### config.mk
export PLATFORM = sky130hd
export DESIGN_NAME = kiwi_abend_monitor
export DESIGN_NICKNAME = d
export VERILOG_FILES = /design/src/rtl/kiwi_abend_monitor.sv
export SDC_FILE = /design/constraint.sdc
export NUM_CORES = 1
export LEC_CHECK = 0
export CAP_MARGIN = 20
export CORE_MARGIN = 5
export CORE_UTILIZATION = 50
export DETAILED_ROUTE_END_ITERATION = 7
export PLACE_DENSITY = 0.85
export SETUP_SLACK_MARGIN = 0.5
export SKIP_CTS_REPAIR_TIMING = 1
export SYNTH_ARGS = -nofsm -noshare
export SYNTH_HDL_FRONTEND = slang
export SYNTH_SLANG_ARGS = --single-unit
### constraint.sdc
create_clock -name clk -period 3.2 [get_ports clk]
set_clock_uncertainty 0.2 [all_clocks]
set_input_delay 0.48 -clock clk [delete_from_list [all_inputs] [get_ports clk]]
set_output_delay 0.48 -clock clk [all_outputs]
set_load 0.02 [all_outputs]
### src/rtl/kiwi_abend_monitor.sv
// kiwi_abend_monitor: sits downstream of the Kiwi DUT, captures the first
// terminal abend syndrome, counts clocks spent running, and after a fixed
// drain interval raises a sticky finish request.
// Optional feature macro: KIWI_ABEND_WATCHDOG_EN (cycle-count watchdog).
module kiwi_abend_monitor #(
  parameter int unsigned CYCLE_W          = 32,
  parameter int unsigned TIMEOUT_CYCLES   = 500000,
  parameter int unsigned DRAIN_CYCLES     = 25,
  parameter logic [7:0]  TIMEOUT_SYNDROME = 8'hFD
) (
  input  logic               clk,
  input  logic               reset,
  input  logic [7:0]         ksubsAbendSyndrome,
  output logic               finished,
  output logic [7:0]         final_syndrome,
  output logic [CYCLE_W-1:0] cycle_count,
  output logic               timed_out,
  output logic               heartbeat_seen,
  output logic               finish_req
);

  localparam logic [1:0] ST_RUN   = 2'd0;
  localparam logic [1:0] ST_DRAIN = 2'd1;
  localparam logic [1:0] ST_DONE  = 2'd2;

  localparam logic [7:0] SYN_IDLE = 8'h00;
  localparam logic [7:0] SYN_BEAT = 8'h80;

  localparam int unsigned DW = (DRAIN_CYCLES > 0) ? $clog2(DRAIN_CYCLES + 1) : 1;
  localparam logic [DW-1:0] DRAIN_INIT = DW'(DRAIN_CYCLES);

  // Watchdog limit must be representable in the cycle counter.
  if (CYCLE_W < 32 && 64'(TIMEOUT_CYCLES) >= (64'd1 << CYCLE_W)) begin : g_bad_timeout
    $error("kiwi_abend_monitor: TIMEOUT_CYCLES must be < 2**CYCLE_W");
  end
  if (TIMEOUT_CYCLES == 0) begin : g_zero_timeout
    $error("kiwi_abend_monitor: TIMEOUT_CYCLES must be at least 1");
  end

`ifdef KIWI_ABEND_WATCHDOG_EN
  localparam logic [CYCLE_W-1:0] WD_LAST  = CYCLE_W'(TIMEOUT_CYCLES - 1);
  localparam logic [CYCLE_W-1:0] WD_LIMIT = CYCLE_W'(TIMEOUT_CYCLES);
`endif

  logic [1:0]         state_q,    state_d;
  logic               finished_q, finished_d;
  logic [7:0]         syn_q,      syn_d;
  logic [CYCLE_W-1:0] cycle_q,    cycle_d;
  logic               hb_q,       hb_d;
  logic               freq_q,     freq_d;
  logic [DW-1:0]      drain_q,    drain_d;
`ifdef KIWI_ABEND_WATCHDOG_EN
  logic               to_q,       to_d;
`endif

  logic terminal;
  assign terminal = (ksubsAbendSyndrome != SYN_IDLE) && (ksubsAbendSyndrome != SYN_BEAT);

  // Next-state logic: run/count, capture on terminal or watchdog, then drain.
  always_comb begin
    state_d    = state_q;
    finished_d = finished_q;
    syn_d      = syn_q;
    cycle_d    = cycle_q;
    hb_d       = hb_q;
    freq_d     = freq_q;
    drain_d    = drain_q;
`ifdef KIWI_ABEND_WATCHDOG_EN
    to_d       = to_q;
`endif
    case (state_q)
      ST_RUN: begin
        if (cycle_q != '1) cycle_d = cycle_q + CYCLE_W'(1);
        if (ksubsAbendSyndrome == SYN_BEAT) hb_d = 1'b1;
        // Terminal input is tested first so it wins over a coincident expiry.
        if (terminal) begin
          state_d    = ST_DRAIN;
          finished_d = 1'b1;
          syn_d      = ksubsAbendSyndrome;
          drain_d    = DRAIN_INIT;
`ifdef KIWI_ABEND_WATCHDOG_EN
          to_d       = 1'b0;
        end else if (cycle_q == WD_LAST) begin
          state_d    = ST_DRAIN;
          finished_d = 1'b1;
          syn_d      = TIMEOUT_SYNDROME;
          cycle_d    = WD_LIMIT;
          drain_d    = DRAIN_INIT;
          to_d       = 1'b1;
`endif
        end
      end
      ST_DRAIN: begin
        if (drain_q == '0) begin
          state_d = ST_DONE;
          freq_d  = 1'b1;
        end else begin
          drain_d = drain_q - DW'(1);
        end
      end
      default: begin
        state_d = state_q;
      end
    endcase
  end

  // State register with synchronous, highest-priority reset.
  always_ff @(posedge clk) begin
    if (reset) begin
      state_q    <= ST_RUN;
      finished_q <= 1'b0;
      syn_q      <= '0;
      cycle_q    <= '0;
      hb_q       <= 1'b0;
      freq_q     <= 1'b0;
      drain_q    <= '0;
`ifdef KIWI_ABEND_WATCHDOG_EN
      to_q       <= 1'b0;
`endif
    end else begin
      state_q    <= state_d;
      finished_q <= finished_d;
      syn_q      <= syn_d;
      cycle_q    <= cycle_d;
      hb_q       <= hb_d;
      freq_q     <= freq_d;
      drain_q    <= drain_d;
`ifdef KIWI_ABEND_WATCHDOG_EN
      to_q       <= to_d;
`endif
    end
  end

  assign finished       = finished_q;
  assign final_syndrome = syn_q;
  assign cycle_count    = cycle_q;
  assign heartbeat_seen = hb_q;
  assign finish_req     = freq_q;
`ifdef KIWI_ABEND_WATCHDOG_EN
  assign timed_out      = to_q;
`else
  assign timed_out      = 1'b0;
`endif

endmodule

* Word-level counts from Yosys, hierarchy flattened
Index checks and enable logic that the tools add are counted.
** Storage, ports and cells
- Register bits after elaboration :: 50
- Bits in latches :: 0
- RAM bits :: 0
- ROM bits :: 0
- Input port bits :: 10
- Output and inout port bits :: 44
- Logic and storage cells :: 33
- Memories :: 0
** Operators by class
- $add $sub $neg :: 2
- Multipliers :: 0
- Divide/modulo/power cells :: 0
- Magnitude comparators :: 0
- Equal/unequal tests :: 7
- Shift operators :: 0
- Muxes and demuxes :: 6
- Bitwise operators :: 0
- Reductions and logical operators :: 11
** Operator list (count)
- adder 32 x 1 -> 32 bit (second input constant) :: 1
- != test 32 bit (second input constant) :: 1
- two-way mux 5 bit :: 2
- case mux 5 bit (2 select lines) :: 1
- == test 8 bit (second input constant) :: 1
- != test 8 bit (second input constant) :: 1
- AND reduction 2 bit :: 4
- nonzero test 8 bit :: 1
- != test 2 bit (second input constant) :: 3
- AND reduction 3 bit :: 2
- zero test 5 bit :: 1
- subtractor 5 x 1 -> 5 bit (second input constant) :: 1
- two-way mux 2 bit :: 2
- case mux 2 bit (2 select lines) :: 1
- == test 2 x 1 -> 1 bit (second input constant) :: 1
- zero test 2 bit :: 1
- nonzero test 2 bit :: 1
- logical AND 1 bit :: 1

* Depth between registers and ports, before layout
- Depth in word-level cells :: 4
- Depth in mapped cells :: 8
- Gate-level depth less buffers :: 7

* Worst setup path before layout
OpenSTA, ideal clock, no wires.
- Kind :: reg2reg
- From :: register cycle_q[0] (netlist: cycle_count[0])
- To :: register cycle_q[30] (netlist: cycle_count[30])
- Library setup time :: 0.130 ns
- Data arrival time :: 2.269 ns
- Required time :: 2.870 ns
- Setup slack :: 0.601 ns
- Cell stages (with the launch flop) :: 9
- Path buffers :: 2
- Clock period less this slack :: 2.599 ns
- Cells stage by stage :: dfxtp_1 ha_1 nand4_1 or4_1 o211ai_1 clkbuf_2 buf_4 nand3b_1 a21oi_1
** On the way
- Word-level cells in the longest chain between the ends :: 2
- Elaborated cells between the ends (all ways) :: 3
- Classes of those cells :: 1 x add/sub; 1 x eq/ne; 1 x reduce/logical
** RTL lines
- start: declaration :: RTL line 48 : logic [CYCLE_W-1:0] cycle_q, cycle_d;
- start signal: assignment :: RTL line 124 : cycle_q <= cycle_d;
- branches (longest 2 deep; another with adder 32 x 1 -> 32 bit)
Several ways; the timed one is not identified.
A chain may end at the register's enable or synchronous reset.

* Worst setup path in the final report
- From :: register cycle_q[0] (netlist: cycle_count[0])
- To :: register cycle_q[27] (netlist: cycle_count[27])
Same word-level chain as after synthesis.

==> metrics.cfg <==
[outcome]
status=finished, final reports clean

[floorplan]
start_util_pct=50.74
dieArea_um2=6205
fp.dieW_um=78.77
ios=54
die_h_um=78.77
coreArea_um2=4661
rows=25

[clock_network]
clock_path_buffers=2
clock-sinks=50
clk_latency_ns=0.30
cts_max_level=2
cts_buffers=5
path_clk_slew_ns=0.09
root_buffer=clkbuf_8
cts_tree=yes

[grt]
antenna_found_initial=0
grt-ovfl-total=0
grt_use_total_pct=18.81
first_global_vias=2108
grt_pass1_wl_mm=9.556
grt_start_max_net_pins=37

[routing]
drc=0
dr.pass1.iters=4
ant_nets=0
viasPerCell=5.815
wl_per_cell_um=14.37
finalWirelength_mm=5.588
drt_iter0_markers=164
via_count=2262

[worst_setup_path]
crit_arrival_ns=2.51
cp-startpoint=cycle_count[0]$_SDFFE_PP0P_
cp_data_required_time_ns=3.20
r2r_start=cycle_count[0]$_SDFFE_PP0P_
start_kind=register
cp-end-kind=register
cp_max_fo=23
crit_type=reg2reg

[placement]
dp_hpwl_mm=4.043
pre_cts_ws_ns=0.6793
port_buffers=52
place_congestion=0.8150

[worst_hold_path]
min_from=finish_req$_SDFFE_PP0P_
hp-class=reg2reg

[job]
cap_violations=0

[timing]
timing.final.ws_setup_ns=0.6887
setup_viol=0
finalCritPeriodShare_pct=78.48
final_hold_viol_count=0
fmax_ghz=0.3982
worst_slew_pin_slew_ns=0.7742
rsz0062_at_grt=no
slew_headroom_pct=47.91
slew_violations=0
tns_ns=0
min_period_ns=2.511

[synthesis]
yosys.cell_types.count=42
synthCells=284
synth_compound_area_share_pct=13.02
synth_top_family_by_area=simple AND/OR/NAND/NOR gates
ys.warnings.count=0
synth-simple-area-share_pct=31.01
ys_ff_latch=50
synth_edf_count=0
synth_fa_ha_area_share_pct=1.058
synth-xor-area-share_pct=4.074
synth_async_sr_flop_share_pct=0
synth.cell_area_um2=2365
avgSynthCellArea_um2=8.327
synth.net_count=296
synth_mux_area_share_pct=3.757
seq_area_frac_synth_pct=42.33
synth-main-ff-cell=dfxtp_1

[layout]
final_nets=346
antenna_cells=0
fill_cells=398
drive_gt1_share_pct=8.060
syn2layout_area_growth_pct=27.46

[pwr]
seqPwrFrac_pct=51.9
switching_share_pct=29.03
ir_drop_mv=0.3097
p_per_area_nw_per_um2=444.4
p_clk_share_pct=28.6
internal_power_uw=950.6
p_comb_share_pct=19.5
p_sw_uw=388.8
p_total_uw=1339
p_leak_uw=0.0009868

==> power by group through the flow <==
stage / Combinational (µW) / Sequential [µW] / Clock (µW)
2_1_floorplan: 135 / 732 / 0
3_3_place_gp: 253 / 706 / 0
3_5_place_dp: 259 / 709 / 0
4_1_cts: 261 / 695 / 391
5_1_grt: 287 / 703 / 421
6_report: 261 / 696 / 383
==> cell type report <==
cell class,count,area (µm²),share of cell area [%]
clock inverter,2,12.51,0.4151
sequential,50,1001,33.21
inverter,9,33.78,1.121
multi-input combinational,212,1255,41.64
timing repair buffer,56,561.8,18.64
tap,54,67.56,2.242
clock buffer,6,82.58,2.740
==> placed cells by master (no fill, tap or decap), drive strengths merged, types with 9 or more instances in the layout <==
master | synthesis | routed
a21oi | 29 | 29
clkdlybuf4s50 | 0 | 51
dfxtp | 50 | 50
inv | 9 | 9
nand2 | 28 | 28
nand3 | 12 | 12
nor2 | 32 | 32
nor4 | 10 | 10
or4 | 11 | 11
==> per-layer routing <==
layer  share of wire (%)  wire length (µm)  GRT usage [%]
met1                  45              2507          23.49
met5                   0                 0              0
met2                  50              2789          32.34
met3                 4.0               226          3.968
met4                 1.2                65          5.944
==> synth_stat cells, types with 8 or more instances <==
library cell | n | share of area, %
a21oi_1 | 29 | 6.1
inv_1 | 9 | 1.4
xnor2_1 | 8 | 3.0
or4_1 | 8 | 2.5
nor2_1 | 32 | 5.1
o21ai_0 | 8 | 1.7
nor4_1 | 10 | 2.6
dfxtp_1 | 50 | 42
nand3_1 | 12 | 2.5
nand2_1 | 28 | 4.4
==> sequential cells by signal, indices dropped and copies added, names as in the netlist <==
signal and count:
cycle_count 32, final_syndrome 8, drain_q 5, state_q 2, finish_req 1, finished 1, heartbeat_seen 1
==> stage by stage <==
| stage | area (µm²) | utilization, % | std cells | hold WS [ns] |
|---|---|---|---|---|
| after floorplan | 2365 | - | 284 | 0.2451 |
| after global placement | 2915 | 62.55 | 381 | 0.2348 |
| after detailed placement | 2915 | 62.55 | 381 | 0.2445 |
| after CTS | 3010 | 64.59 | 389 | 0.2620 |
| after global routing | 3014 | 64.67 | 389 | 0.2893 |
| final | 3014 | 64.67 | 389 | 0.2557 |
==> critical path, stage by stage (launching register included) <==
cell      delay [ns]
dfxtp_1         0.42
ha_1            0.22
nand4_1         0.19
or4_1           0.61
o211ai_1        0.22
buf_6           0.21
nor4_1          0.08
mux2_2          0.27
==> path summary, 6_finish.rpt <==
check,endpoint,slack (ns),depth (start not counted)
max,cycle_count[27]$_SDFFE_PP0P_,0.69,7
min,finish_req$_SDFFE_PP0P_,0.26,2
max reg2reg,cycle_count[27]$_SDFFE_PP0P_,0.69,7
min reg2reg,finish_req$_SDFFE_PP0P_,0.26,2
==> kinds of logic (layout without fill, tap and decap cells) <==
| logic type | after synthesis | after routing |
|---|---|---|
| flip-flops | 50 | 50 |
| AND/OR/NAND/NOR | 137 | 137 |
| other | 1 | 1 |
| multiplexers | 8 | 8 |
| XOR/XNOR | 11 | 11 |
| adder cells (fa/ha/maj) | 2 | 2 |
| buffers and inverters | 22 | 73 |
| AO/OA/AOI/OAI | 53 | 53 |
Note: power is estimated with default switching activity, not from simulation.
==> RTL edit 1, RTL diff (config.mk and constraints unchanged) <==
Build with the macro `KIWI_ABEND_WATCHDOG_EN` defined.
--- a/src/rtl/kiwi_abend_monitor.sv
+++ b/src/rtl/kiwi_abend_monitor.sv
@@ -3,4 +3,6 @@
 // drain interval raises a sticky finish request.
 // Optional feature macro: KIWI_ABEND_WATCHDOG_EN (cycle-count watchdog).
+`define KIWI_ABEND_WATCHDOG_EN
+
 module kiwi_abend_monitor #(
   parameter int unsigned CYCLE_W          = 32,
Formal check against the unedited RTL: no difference found for any inputs over 10 cycles, from zero or initial values and one cycle with reset high; that may be too few to reach the edited logic, so the function may still have changed.
==> RTL edit 1 against the unedited design <==
First-iteration DRC count down 25%. Die area is 3.4% higher. Synthesized area is 3.9% higher. Non-clock buffer count is 2 higher. Sequential power is 2% higher. Critical endpoint is now cycle_count[26]. Count of clock-buffer cells in the layout is the same. Routed wire length is 14% higher. Setup slack lost 0.071 ns. Sequential cell count increased by 1. Final area increased by 5.3%. Total power up 6.6%. Highest routed layer unchanged.
==> RTL edit 1: results (changes against the unedited design) <==
The multiplexer share of the synthesized area came out at 0.815% (-2.9 points). The first-pass iteration count of the detailed router came out at 4 (unchanged). The largest total area in the synthesized netlist belongs to dfxtp_1. The startpoint identified for the worst hold timing path is drain_q[4]. The leakage power came to 1.04 nW (+5.1%). The classification of the worst-slack hold path is reg -> reg. The portion of the post-synthesis area used by sequential elements is 41.5% (-0.78 points). The synthesized-area fraction occupied by xor and xnor cells is 3.56% (-0.51 points). The initial antenna violation count is 0 (unchanged). The maximum vdd ir drop is 0.334 mV (+8.0%). The worst slew margin relative to its limit came out at 35.9% (-12 points). The end point of the worst hold path is drain_q[4]. In the synthesized netlist the dominant register cell turns out to be dfxtp_1. The startpoint identified for the worst register-to-register timing path is cycle_count[0].

The DRC violation total after the first TritonRoute iteration was 123 (-25%). Yosys attributes the largest share of cell area to dfxtp_1 (42%), a21oi_1 (5.9%), or3_1 (4.1%). The number of antenna diodes was 0 (unchanged). The TritonCTS buffer count came to 5 (unchanged). The adder and majority cell fraction of the synthesized area came out at 1.02% (-0.040 points). The area after detailed placement came out at 0.00305 mm² (+4.6%). The worst hold margin is 0.267 ns (+0.0109 ns). The clock latency of the later-clocked register in the worst-skew pair came to 0.30 ns (about the same).

The compound-cell area share of the yosys netlist came out at 20.2% (+7.1 points). The commonest cells after synthesis are dfxtp_1 (51), a21oi_1 (29), nor2_1 (19). The via count of the first global-routing pass is 2254 (+6.9%).

The net count of the finished layout is 346 (unchanged). The register clock-pin slew on the reported worst setup and hold paths came out at 0.08 ns. The number of vias per cell after detailed routing came out at 5.91 (+1.6%). The delay contributed by the slowest stage of the critical path came to 0.44 ns (-0.17 ns). The first-pass GRT wire length came out at 10400 µm (+9.0%).

The quantity of I/O buffers inserted on ports came out at 53 (+1.9%). The number of unique standard cell types used by synthesis came out at 49 (+17%). The detailed placement HPWL came out at 4610 µm (+14%). The number of synthesis warnings is 0 (unchanged). The proportion of layout cells with a drive suffix above 1 was 8.98% (+0.92 points).

The pin count of the biggest net entering global routing came out at 22 (-41%). The overall fraction of global-route tracks in use is 20.2% (+1.4 points). The endpoint identified for the worst register-to-register timing path is cycle_count[26]. The maximum clock insertion buffer count came out at 2 (unchanged). The cell depth of the worst flop-to-flop path is 6 (-1). The maximum fanout along the worst path came to 9 (-61%). The number of filler instances in the final layout is 411 (+3.3%).

The wire length per cell came to 15.9 µm (+11%). The largest delay contributor family on the critical path is simple AND/OR/NAND/NOR gates. The ratio of total power to cell area is 450 mW/mm² (+1.3%). The number of flip-flops under the largest register name came out at 32 (unchanged). The number of cells on the worst hold path came out at 2 (unchanged).

The placer congestion estimate came out at 0.840 (+3.1%). The critical path data arrival time is 2.60 ns (+0.09 ns). The async set-or-reset flop fraction in the synthesized netlist came out at 0% (unchanged). The slowest stage of the critical path is the and4_1 cell. The reg2reg setup slack is 0.62 ns (-0.07 ns). The sum of negative setup slack is 0 ns (unchanged). The run finished with clean final reports. The total nets after synthesis came out at 291 (-1.7%). The library cell used as clock root buffer is clkbuf_8.

The level count of the clock H-tree came out at 2 (unchanged).
[RTL edit 1: cell count changes after synthesis, moves of 5 or more]
cell / change
buf_2: +5
mux2_2: -7
nand2_1: -11
nand4_1: +5
nor2_1: -13
nor2b_1: -6
nor4_1: -6
o21ai_1: +6
o221a_2: +7
or3_1: +9
[RTL edit 1: worst max path at each step]
stage	start	to	depth (start not counted)
after floorplan	cycle_count[0]	cycle_count[26]	8
after global placement	ksubsAbendSyndrome[3]	drain_q[2]	6
after detailed placement	ksubsAbendSyndrome[3]	drain_q[2]	6
after CTS	cycle_count[0]	cycle_count[30]	6
after global routing	cycle_count[0]	cycle_count[30]	6
final	cycle_count[0]	cycle_count[26]	6
[RTL edit 1: metrics by stage]
step           instances  total power, mW  worst slack [ns]
2_1_floorplan        279            0.899             0.906
6_report             401             1.43             0.617
3_5_place_dp         393             1.01             0.463
5_1_grt              401             1.50             0.492
3_3_place_gp         393            0.997             0.510
4_1_cts              400             1.42             0.632
[RTL edit 1: final cells by class]
cell class	instances	share of cell area, %
inverter	9	1.06
clock inverter	1	0.946
timing repair buffer	58	18.3
multi-input combinational	209	42.6
sequential	51	32.2
tap	67	2.64
clock buffer	6	2.29
[RTL edit 1: per-layer routing]
layer  up-vias  global-route usage (%)  routed length [µm]
met2        61                    33.1                3050
met5         -                       0                   0
met1      1134                    26.2                2930
met4         0                    5.74                  45
li1       1168                       -                   -
met3         5                    5.27                 341
[RTL edit 1: power breakdown]
| part | switching (mW) | internal (mW) |
|---|---|---|
| combinational | 0.154 | 0.138 |
| sequential | 0.0355 | 0.678 |
| clock | 0.194 | 0.229 |
| total | 0.383 | 1.05 |
==> RTL edit 2, RTL diff (same flow settings) <==
Made on the original files. Make the reset (`reset`) asynchronous in one clocked block. Comments in the files are not updated.
--- a/src/rtl/kiwi_abend_monitor.sv
+++ b/src/rtl/kiwi_abend_monitor.sv
@@ -106,5 +106,5 @@
 
   // State register with synchronous, highest-priority reset.
-  always_ff @(posedge clk) begin
+  always_ff @(posedge clk or posedge reset) begin
     if (reset) begin
       state_q    <= ST_RUN;
Behaviour: differs if reset is asserted again (counterexample within 4 cycles, from zero or initial values and one cycle with reset high); with reset held inactive, the same outputs for 10 cycles.
==> RTL edit 2 against the unedited design <==
Setup slack better by 0.15 ns. Non-clock buffer count is 1 lower. First-iteration DRC count shrank 19%. Final area shrank 0.95%. Fmax grew 6.4%. Synthesized cell count is 26% lower. Sequential cell count is the same. Routed wire length is 15% lower. Synthesized area is 3.1% lower. Critical endpoint is now drain_q[1].
Power is not compared: it rests on default switching activity, and its combinational part moved more than twofold at a synthesized area within 25%.
==> RTL edit 2: results (changes against the unedited design) <==
The overall routed net length was 4770 µm (-15%). The quantity of I/O buffers inserted on ports came out at 52 (unchanged). The placer congestion estimate is 0.837 (+2.7%). The met2 layer wire length in the routed design was 2260 µm (-19%). The cell count after placement was 314 (-18%). The adder and majority cell fraction of the synthesized area came out at 1.09% (+0.034 points). The maximum fanout along the worst path is 14 (-39%). The compound-cell area share of the yosys netlist is 3.66% (-9.4 points). The critical path data arrival time came out at 2.37 ns (-0.14 ns).

The final cell area excluding filler cells is 0.00299 mm² (-0.95%). The cell count after synthesis came to 211 (-26%). The run finished with clean final reports. The first-pass iteration count of the detailed router is 4 (unchanged). The analysis attributes to cell leakage a power of 1.38 nW. Clock tree synthesis selected as its root buffer the cell clkbuf_8. The commonest cells after synthesis are dfrtp_1 (50), nand2_1 (38), xnor2_1 (21). The met3 capacity usage during global routing is 4.75% (+0.78 points). Grouping stages by cell kind, the critical path spends the most delay in simple AND/OR/NAND/NOR gates.

The post-route non-filler standard cell count came to 322 (-17%). The delay contributed by the slowest stage of the critical path came out at 0.54 ns (-0.07 ns). The global routing usage on met1 is 23.7% (+0.25 points).

The number of unique standard cell types used by synthesis came out at 39 (-7.1%). The number of setup violations in the final report came out at 0 (unchanged). The via count of the first global-routing pass is 1782 (-15%). The wire length on met1 is 2180 µm (-13%). The number of flip-flops under the largest register name is 32 (unchanged).

The minimum setup slack after placement came out at 0.505 ns (-0.174 ns). The initial core utilization came out at 51.9% (+1.2 points). The number of filler instances in the final layout came out at 336 (-16%). The total met3 wirelength after detailed routing came out at 294 µm (+30%). The later pin in the worst-skew pair is clocked with a latency of about 0.31 ns. The DRC violation total after the first TritonRoute iteration came out at 133 (-19%). The total nets after synthesis came out at 223 (-25%). The synthesized-area fraction occupied by xor and xnor cells is 12.6% (+8.5 points). The number of vias per cell after detailed routing is 5.34 (-8.1%). The register clock-pin slew on the reported worst setup and hold paths came out at 0.10 ns. The overall fraction of global-route tracks in use came out at 16.9% (-2.0 points). The detailed placement HPWL came to 3510 µm (-13%). The portion of the post-synthesis area used by sequential elements is 54.6% (+12 points).

The number of synthesis warnings came out at 0 (unchanged). The async set-or-reset flop fraction in the synthesized netlist came to 100% (+100 points). The global routing met2 resource utilization came out at 26.3% (-6.0 points). By area the synthesized netlist is led by dfrtp_1 (55%), xnor2_1 (8.0%), nand2_1 (6.2%). The level count of the clock H-tree was 2 (unchanged). The first-pass GRT wire length came out at 8470 µm (-11%). The area after detailed placement is 0.00287 mm² (-1.5%). In this run the worst hold path is classified as reg -> reg. The pin count of the biggest net entering global routing came to 25 (-32%). The multiplexer share of the synthesized area is 1.15% (-2.6 points). The net count of the finished layout is 281 (-19%). The worst slew margin relative to its limit came out at 62.3% (+14 points). In the synthesized netlist the dominant register cell turns out to be dfrtp_1. The proportion of layout cells with a drive suffix above 1 is 8.52% (+0.46 points).
[RTL edit 2: path summary, 6_finish.rpt]
kind / start / slack [ns] / end / depth (start not counted)
max: ksubsAbendSyndrome[3] / 0.84 / drain_q[1] / 6
min: finished / 0.28 / finished / 1
max reg2reg: cycle_count[0] / 0.87 / cycle_count[3] / 6
min reg2reg: finished / 0.28 / finished / 1
max in group asynchronous: reset / 1.91 / cycle_count[15] / 3
min in group asynchronous: reset / 0.31 / cycle_count[8] / 2
[RTL edit 2: final cells by class]
class / instances / area share, %
sequential: 50 / 41.9
inverter: 6 / 0.754
multi-input combinational: 151 / 33.2
timing repair buffer: 55 / 18.2
tap: 52 / 2.18
clock inverter: 3 / 1.51
clock buffer: 5 / 2.31
[RTL edit 2: power breakdown]
group | leakage [nW] | internal, mW | switching [mW]
Clock | 0.0504 | 0.233 | 0.218
Sequential | 0.657 | 0.754 | 0.104
Combinational | 0.669 | 0.276 | 0.306
Total | 1.38 | 1.26 | 0.627
